$ cat src/rtl/dmem_responder.sv
// dmem_responder: multi-cycle data-memory responder for the CPU memory stage.
// It accepts one load or store at a time and services it against an internal
// word array after LAT cycles. The completion is a one-cycle response pulse.
// While a request is outstanding, stall holds the pipeline.
//
// Ports:
//   clk         system clock, rising edge
//   rst         synchronous active-high reset
//   req_valid   M stage presents a request
//   req_ready   responder idle, request will be accepted this edge
//   req_we      1 = store, 0 = load
//   req_addr    word address
//   req_wdata   store data
//   resp_valid  one-cycle completion pulse
//   resp_we     type of the completing request (1 = store ack)
//   resp_rdata  load data, held until the next load completes
//   stall       req_valid && !resp_valid
//
// state | meaning
// IDLE  | ready for a request; req_ready high
// BUSY  | request latched, counting down the remaining latency
// RESP  | access done on the entry edge; resp_valid high for this cycle
module dmem_responder #(
   parameter int ADDR_W = 7,
   parameter int DATA_W = 32,
   parameter int LAT    = 2
) (
   input  logic              clk,
   input  logic              rst,
   input  logic              req_valid,
   output logic              req_ready,
   input  logic              req_we,
   input  logic [ADDR_W-1:0] req_addr,
   input  logic [DATA_W-1:0] req_wdata,
   output logic              resp_valid,
   output logic              resp_we,
   output logic [DATA_W-1:0] resp_rdata,
   output logic              stall
);

   typedef enum logic [1:0] {IDLE, BUSY, RESP} state_t;

   localparam logic [3:0] CNT_INIT = (LAT >= 2) ? 4'(LAT - 2) : 4'd0;
   localparam bit         LAT_ONE  = (LAT == 1);

   state_t              state;
   logic [3:0]          cnt;
   logic                we_q;
   logic [ADDR_W-1:0]   addr_q;
   logic [DATA_W-1:0]   wdata_q;
   logic [DATA_W-1:0]   mem [2**ADDR_W];

   logic                accept;
   logic                access;
   logic                acc_we;
   logic [ADDR_W-1:0]   acc_addr;
   logic [DATA_W-1:0]   acc_wdata;

   assign req_ready = (state == IDLE);
   assign accept    = req_valid && req_ready;
   assign stall     = req_valid && !resp_valid;

   // With LAT==1 the access edge is the accept edge itself, so the request
   // fields are used directly; otherwise the latched copies are used.
   always_comb begin
      access    = 1'b0;
      acc_we    = we_q;
      acc_addr  = addr_q;
      acc_wdata = wdata_q;
      if (state == IDLE) begin
         access    = accept && LAT_ONE;
         acc_we    = req_we;
         acc_addr  = req_addr;
         acc_wdata = req_wdata;
      end else if (state == BUSY) begin
         access = (cnt == 4'd0);
      end
   end

   always_ff @(posedge clk) begin
      if (rst) begin
         state      <= IDLE;
         cnt        <= 4'd0;
         we_q       <= 1'b0;
         addr_q     <= '0;
         wdata_q    <= '0;
         resp_valid <= 1'b0;
         resp_we    <= 1'b0;
         resp_rdata <= '0;
      end else begin
         resp_valid <= access;
         if (access) begin
            resp_we <= acc_we;
            if (!acc_we)
               resp_rdata <= mem[acc_addr];
         end
         case (state)
            IDLE: begin
               if (accept) begin
                  we_q    <= req_we;
                  addr_q  <= req_addr;
                  wdata_q <= req_wdata;
                  if (LAT_ONE) begin
                     state <= RESP;
                  end else begin
                     state <= BUSY;
                     cnt   <= CNT_INIT;
                  end
               end
            end
            BUSY: begin
               if (cnt == 4'd0)
                  state <= RESP;
               else
                  cnt <= cnt - 4'd1;
            end
            RESP:    state <= IDLE;
            default: state <= IDLE;
         endcase
      end
   end

   // A store whose commit edge sees rst high is dropped.
   always_ff @(posedge clk) begin
      if (!rst && access && acc_we)
         mem[acc_addr] <= acc_wdata;
   end

endmodule

$ cat config.mk
export PLATFORM = sky130hd
export DESIGN_NAME = dmem_responder
export DESIGN_NICKNAME = d
export VERILOG_FILES = /design/src/rtl/dmem_responder.sv
export SDC_FILE = /design/constraint.sdc
export NUM_CORES = 2
export LEC_CHECK = 0
export CORE_MARGIN = 2
export CORE_UTILIZATION = 25
export DETAILED_ROUTE_END_ITERATION = 7
export PLACE_DENSITY_LB_ADDON = 0.1
export RECOVER_POWER = 25
export SYNTH_ARGS = -nofsm -noshare
export SYNTH_HDL_FRONTEND = slang
export SYNTH_SLANG_ARGS = --single-unit
$ cat constraint.sdc
create_clock -name clk -period 8.4 [get_ports clk]
set_clock_uncertainty 0.15 [all_clocks]
set_input_delay 0.84 -clock clk [delete_from_list [all_inputs] [get_ports clk]]
set_output_delay 0.84 -clock clk [all_outputs]
set_load 0.005 [all_outputs]
# Word-level counts from Yosys, hierarchy flattened
# Memory sizes are Yosys's and may differ from the RTL's. A register that Yosys moved wholly into a read port is not among the register bits.
# Cells that the tools add are included.
[word_totals] output_inout_bits=36 reg_bits=48 inputBits=43 n_memories=1 ram_bits=4096 wordCells=40
[classes] eq_ne=4 n_bitwise=1 addsub=1 reduce_logical=13 mux=13
[memory_table] name="mem" depth=128 width=32 read_ports=1 rd_ports_with_merged_regs=1 wr=1 line_no="51" rtl="logic [DATA_W-1:0] mem [2**ADDR_W];"
[ops] op="two-way mux 32 bit" count=1
[ops] op="two-way mux 4 bit" count=2
[ops] op="case mux 4 bit (2 select lines)" count=1
[ops] op="two-way mux 7 bit" count=1
[ops] op="AND reduction 2 bit" count=3
[ops] op="two-way mux 1 bit" count=5
[ops] op="logical AND 1 bit" count=4
[ops] op="zero test 4 bit" count=1
[ops] op="two-way mux 2 bit" count=2
[ops] op="!= test 2 x 1 -> 1 bit (second input constant)" count=2
[ops] op="case mux 2 bit (2 select lines)" count=1
[ops] op="subtractor 4 x 1 -> 4 bit (second input constant)" count=1
[ops] op="AND reduction 3 bit" count=1
[ops] op="== test 2 x 1 -> 1 bit (second input constant)" count=1
[ops] op="zero test 1 bit" count=2
[ops] op="zero test 2 bit" count=1
[ops] op="!= test 2 bit (second input constant)" count=1
[ops] op="nonzero test 2 bit" count=1
[ops] op="NOT 1 bit" count=1

# Longest topological paths before layout
[depth] depth_word=7 depth_mapped=15

# Least setup slack after synthesis
# Ideal clock, no wire load.
[synth_path] path_kind="register -> register" start="register state[1]" end="memory mem[85][0], enable pin" path_buffers=4 path_stages_with_launch=11 setup_ns=0.461 path_slack_ns=3.363 arrival_ns=4.426 period_less_slack_ns=5.037 path_cell_list="dfxtp_1 > buf_2 > or2_4 > buf_12 > inv_4 > mux2_2 > nor2_1 > buf_2 > clkbuf_1 > nand3_1 > nor3_1"
[synth_via] elab_chain_cells=7 word_cells_on_any_way=10 cone_classes="eq/ne: 1; mux: 6; reduce/logical: 3"
[synth_rtl] item="start: declaration" line_no="46" rtl="state_t state;"
[synth_rtl] item="start signal: assignment" line_no="82" rtl="state <= IDLE;"
[synth_rtl] item="start signal: assignment" line_no="104" rtl="state <= RESP;"
[synth_rtl] item="start signal: assignment" line_no="106" rtl="state <= BUSY;"
[synth_rtl] item="== test 2 x 1 -> 1 bit" line_no="75" rtl="end else if (state == BUSY) begin"
[synth_rtl] item="two-way mux 1 bit" line_no="75"
[synth_rtl] item="two-way mux 1 bit" line_no="70" rtl="if (state == IDLE) begin"
[synth_rtl] item="logical AND 1 bit (2 in a row)" line_no="125" rtl="if (!rst && access && acc_we)"
[synth_rtl] item="two-way mux 1 bit" line_no="125"
[synth_rtl] item="two-way mux 1 bit (implied by the code)" line_no="126" rtl="mem[acc_addr] <= acc_wdata;"
[synth_rtl] item="end: declaration" line_no="51"
# Parallel ways exist; a longest one is shown, timed or not.

# Worst setup path in the final report
[layout_path] start="register state[0]" end="register resp_rdata[30] (read register of mem)"
[layout_via] elab_chain_cells=4 word_cells_on_any_way=8 cone_classes="eq/ne: 1; mux: 4; bitwise: 1; reduce/logical: 2"
[layout_rtl] item="== test 2 x 1 -> 1 bit / zero test 2 bit (equally long branches)" line_no="75, 70"
[layout_rtl] item="two-way mux 1 bit (on tied branches)" line_no="75, 70"
[layout_rtl] item="two-way mux 1 bit / NOT 1 bit (equally long branches)"
[layout_rtl] item="AND reduction 2 bit (no source line)"
[layout_rtl] item="end: declaration" line_no="37" rtl="output logic [DATA_W-1:0] resp_rdata,"
# Parallel ways exist; a longest one is shown, timed or not.
# A chain may end at the register's enable or synchronous reset.

==> run summary <==
The flow ran to the end, but the final reports show violations. The final reports fail on capacitance limit, slew limit. After detailed placement, the design holds a cell count of 17700. The tools report the final non-filler cell area as 187000 um^2. For the part of the power in the clock network, the log shows 0.420. The commonest cells after synthesis are 4096 x sky130_fd_sc_hd__edfxtp_1, 846 x sky130_fd_sc_hd__nand2_1, 676 x sky130_fd_sc_hd__mux2i_1, 553 x sky130_fd_sc_hd__a22oi_1, 414 x sky130_fd_sc_hd__a21oi_1. The H-tree depth came out at 5.

The warning count from the yosys run was 0. The critical-path maximum fanout is 61, and the ratio of total power to cell area is 259 nW/um^2. The tree built by TritonCTS fans out to 4176 sinks. Net load switching power: 12.4 mW. The count of nets left with antenna violations once routing finished came out at 0.

The relative slew slack is -1.11. The number of flops mapped to enable cells by yosys was 4096. The total overflow left after global routing is 0.

Hold repair after CTS inserted 0 buffers. The logs give 0.297 for the core utilization of the finished layout and 637000 um^2 for the die area. The detailed router finished its first iteration with 10900 violations.

After clock tree synthesis, the setup repair step added 0 buffers. For the sequential fraction of the synthesis area, the log shows 0.790. Once layout is complete, the cells apart from fillers number 18600. The amount of wire on met2 after detailed routing was 303000 um; the post-route fraction of the period consumed by the critical path was 0.845. Dividing the detail-routed wire length by the instance count gives 34.9 um. Among all cell types in the netlist, the one instantiated most often is sky130_fd_sc_hd__edfxtp_1. The logs give 28 for the number of maximum-capacitance violations and 241 ps for the final hold slack. Cell internal power was estimated by the tool at 35.9 mW. The logs give 172000 um^2 for the cell area after placement and 0 for the final hold violation count. No sink is reached through more buffers than the 4 on the longest clock path.

The final weighted congestion of routability-driven global placement is 0.788, and the combined global-route utilization of all metal layers is 0.198. STA classifies the critical path endpoint as a register. In the routed design, unresolved DRC markers number 0. Among all stages on the critical path, the largest delay is contributed by sky130_fd_sc_hd__a21oi_4.

The start-to-end type of the worst setup path is register to register. The synthesized area per cell came out at 16.7 um^2. For the final routed database, the setup TNS stands at 0 ps.

The number of I/O port buffers works out to 78. The critical path buffer and inverter count is 2, and the floorplan die height is 798 um. The initial antenna violation count came out at 84. For this run, the leading register cell type out of synthesis is sky130_fd_sc_hd__edfxtp_1. Switching portion of total power: 0.257. The via count normalized by instance count was 5.07; the core area was 628000 um^2. The largest delay contributor family on the critical path is compound AO/OA/AOI/OAI gates. In this design, the stage delay of the slowest critical-path cell is 1270 ps. The tools report the worst path setup slack after routing as 1300 ps. The width of the die is 798 um.

The power after layout came out at 48.4 mW. Compared with the post-synthesis result, the final layout area differs by 18.5%. TritonCTS built the clock tree. TritonCTS created 474 clock buffers. Wire segments on met3 add up to 37600 um in the final route. Across all register-to-register paths, the minimum setup slack is 1300 ps. The largest net degree at the start of global routing was 102. Critical path required time: 9130 ps. Summed over all instances, the cell type with the most area after synthesis is sky130_fd_sc_hd__edfxtp_1.

The critical path goes through or2_4, clkinvlp_2, a21oi_4, buf_12, o22ai_1, o21ai_0, a41oi_1, nor4_1, a211oi_1. The number of different library cells used by synthesis comes to 78. The logs give 0.098 for the combinational share of power and 141 MHz for the highest clock frequency the design can meet.

The cell count after synthesis is 9438. The cell area that synthesis handed to floorplanning was 158000 um^2. The effective utilization at floorplan is 0.251.

Clock-pin slew was measured on the worst setup and hold paths at 60 ps. For the pin with the worst max-slew slack, the measured transition is 3160 ps. After floorplanning, the core was divided into 291 placement rows. For the total nets after synthesis, the log shows 9482. The library cell used as clock root buffer is sky130_fd_sc_hd__clkbuf_16. After detailed routing, no signal wire sits above met5. The global-route wire length before repair is 866000 um. Routed metal-1 wirelength: 295000 um. Detailed placement ended at an HPWL of 389000 um. The path type of the worst min-delay path was input pin to register. The smallest clock period supported by the final layout is computed as 7100 ps. Post-CTS repair changed the size of 0 cells.

Setup violations remaining at the end of the flow were counted as 0. The worst IR drop on VDD was 0.171 mV. Setup repair after global routing left no endpoint under its margin. The proportion of layout cells with a drive suffix above 1 came out at 0.132.

The net count of the finished layout is 9868. The I/O pin total is 79, and the static leakage is 59.5 nW. The clock latency of the later-clocked register in the worst-skew pair is 1070 ps. Fill cell total of the finished layout: 62100.

The routed design has 650000 um of wire. Count of final max-slew check failures: 1255. The area share of the leading cell type in the synthesized netlist is 0.780, and the number of detailed-route iterations in the first pass is 8. The synthesized flop and latch total works out to 4176. Sequential fraction of design power: 0.482. The via count of the first global-routing pass is 92300. The async set or reset register ratio after synthesis works out to 0. The worst setup timing slack at the placement stage is 1210 ps. The startpoint kind of the worst setup timing path is a register. STA puts the critical path data arrival time at 7830 ps. The detailed router placed 94400 vias in this run.

By area the synthesized netlist is led by sky130_fd_sc_hd__edfxtp_1 78%, sky130_fd_sc_hd__mux2i_1 4.3%, sky130_fd_sc_hd__a22oi_1 2.6%.
worst register-to-register path: cells and delay by family (launching register included):
kind	cells	cell delay (ps)
DFF	1	470
buffers and inverters	2	1770
AOI/OAI and AO/OA	5	3090
and+or+nand+nor	2	1500
sequential cells by signal, summed over array words and instances, names as in the netlist:
register	flops
we_q	1
state	2
mem	4096
cnt	4
wdata_q	32
resp_we	1
addr_q	7
resp_valid	1
resp_rdata	32
cells in the final DEF, fill, tap and decap left out, types with 13 or more instances in the layout:
cell                              count
sky130_fd_sc_hd__mux2i_1            675
sky130_fd_sc_hd__a211oi_1            33
sky130_fd_sc_hd__nand2_1            822
sky130_fd_sc_hd__clkbuf_8            16
sky130_fd_sc_hd__clkbuf_16          479
sky130_fd_sc_hd__nor2_1             202
sky130_fd_sc_hd__o22ai_1            340
sky130_fd_sc_hd__nor2_4             128
sky130_fd_sc_hd__buf_12              61
sky130_fd_sc_hd__dfxtp_1             80
sky130_fd_sc_hd__clkinv_1           117
sky130_fd_sc_hd__a21oi_1            411
sky130_fd_sc_hd__bufinv_16           34
sky130_fd_sc_hd__diode_2             37
sky130_fd_sc_hd__a31oi_1             63
sky130_fd_sc_hd__o211ai_1            29
sky130_fd_sc_hd__o31ai_1             20
sky130_fd_sc_hd__a22oi_1            553
sky130_fd_sc_hd__dlygate4sd3_1       33
sky130_fd_sc_hd__buf_4              399
sky130_fd_sc_hd__o21ai_0            249
sky130_fd_sc_hd__a22o_1              51
sky130_fd_sc_hd__a222oi_1            88
sky130_fd_sc_hd__nand2_4             14
sky130_fd_sc_hd__nor4_1              82
sky130_fd_sc_hd__o221ai_1            28
sky130_fd_sc_hd__nand4_1             16
sky130_fd_sc_hd__nand3_1            182
sky130_fd_sc_hd__edfxtp_1          4096
sky130_fd_sc_hd__clkbuf_1           123
sky130_fd_sc_hd__clkdlybuf4s50_1     44
sky130_fd_sc_hd__clkbuf_2            13
sky130_fd_sc_hd__clkinv_2            72
sky130_fd_sc_hd__a221oi_1           323
sky130_fd_sc_hd__nor3_1              47
sky130_fd_sc_hd__a41oi_1             20
sky130_fd_sc_hd__a221o_1             25
path summary, 6_finish.rpt:
| path | start | end | cells past startpoint |
|---|---|---|---|
| setup / recovery | state[0] | resp_rdata[30] | 9 |
| hold / removal | req_wdata[31] | wdata_q[31] | 3 |
| setup reg to reg | state[0] | resp_rdata[30] | 9 |
| hold reg to reg | wdata_q[29] | wdata_q[29] | 2 |
final cells by class:
type,count,area [um^2],area share
diodes,37,92.6,0.000495
clock buffers,613,12600,0.0677
clock inverters,261,2460,0.0132
inverters,6,23.8,0.000127
multi-input cells,4608,31500,0.169
flip-flops and latches,4176,125000,0.667
well taps,8350,10400,0.0559
repair buffers,558,5110,0.0273
power groups by stage:
| stage | sequential [mW] | clock [mW] | combinational, mW |
|---|---|---|---|
| floorplan | 23.8 | 0 | 2.13 |
| global placement | 23.7 | 0 | 4.78 |
| detailed placement | 23.7 | 0 | 4.82 |
| CTS | 23.3 | 20.8 | 4.82 |
| global route | 23.3 | 21.5 | 4.94 |
| finish | 23.3 | 20.3 | 4.73 |
logic make-up after synthesis:
kind of cell               Yosys count  share of synthesized area
xor gates and xnor gates             2                   0.000111
buffers and inverters              654                     0.0201
DFF                               4176                      0.790
adders and majority gates            1                  0.0000793
and+or+nand+nor                   1559                     0.0415
muxes                              694                     0.0444
AOI/OAI and AO/OA                 2352                      0.104
metal layers:
layer  track usage  vias up
met2         0.321     3259
met5             0        -
li1              -    39100
met4        0.0415        4
met3        0.0237      662
met1         0.284    51300
Power figures use the tool's default switching activity.
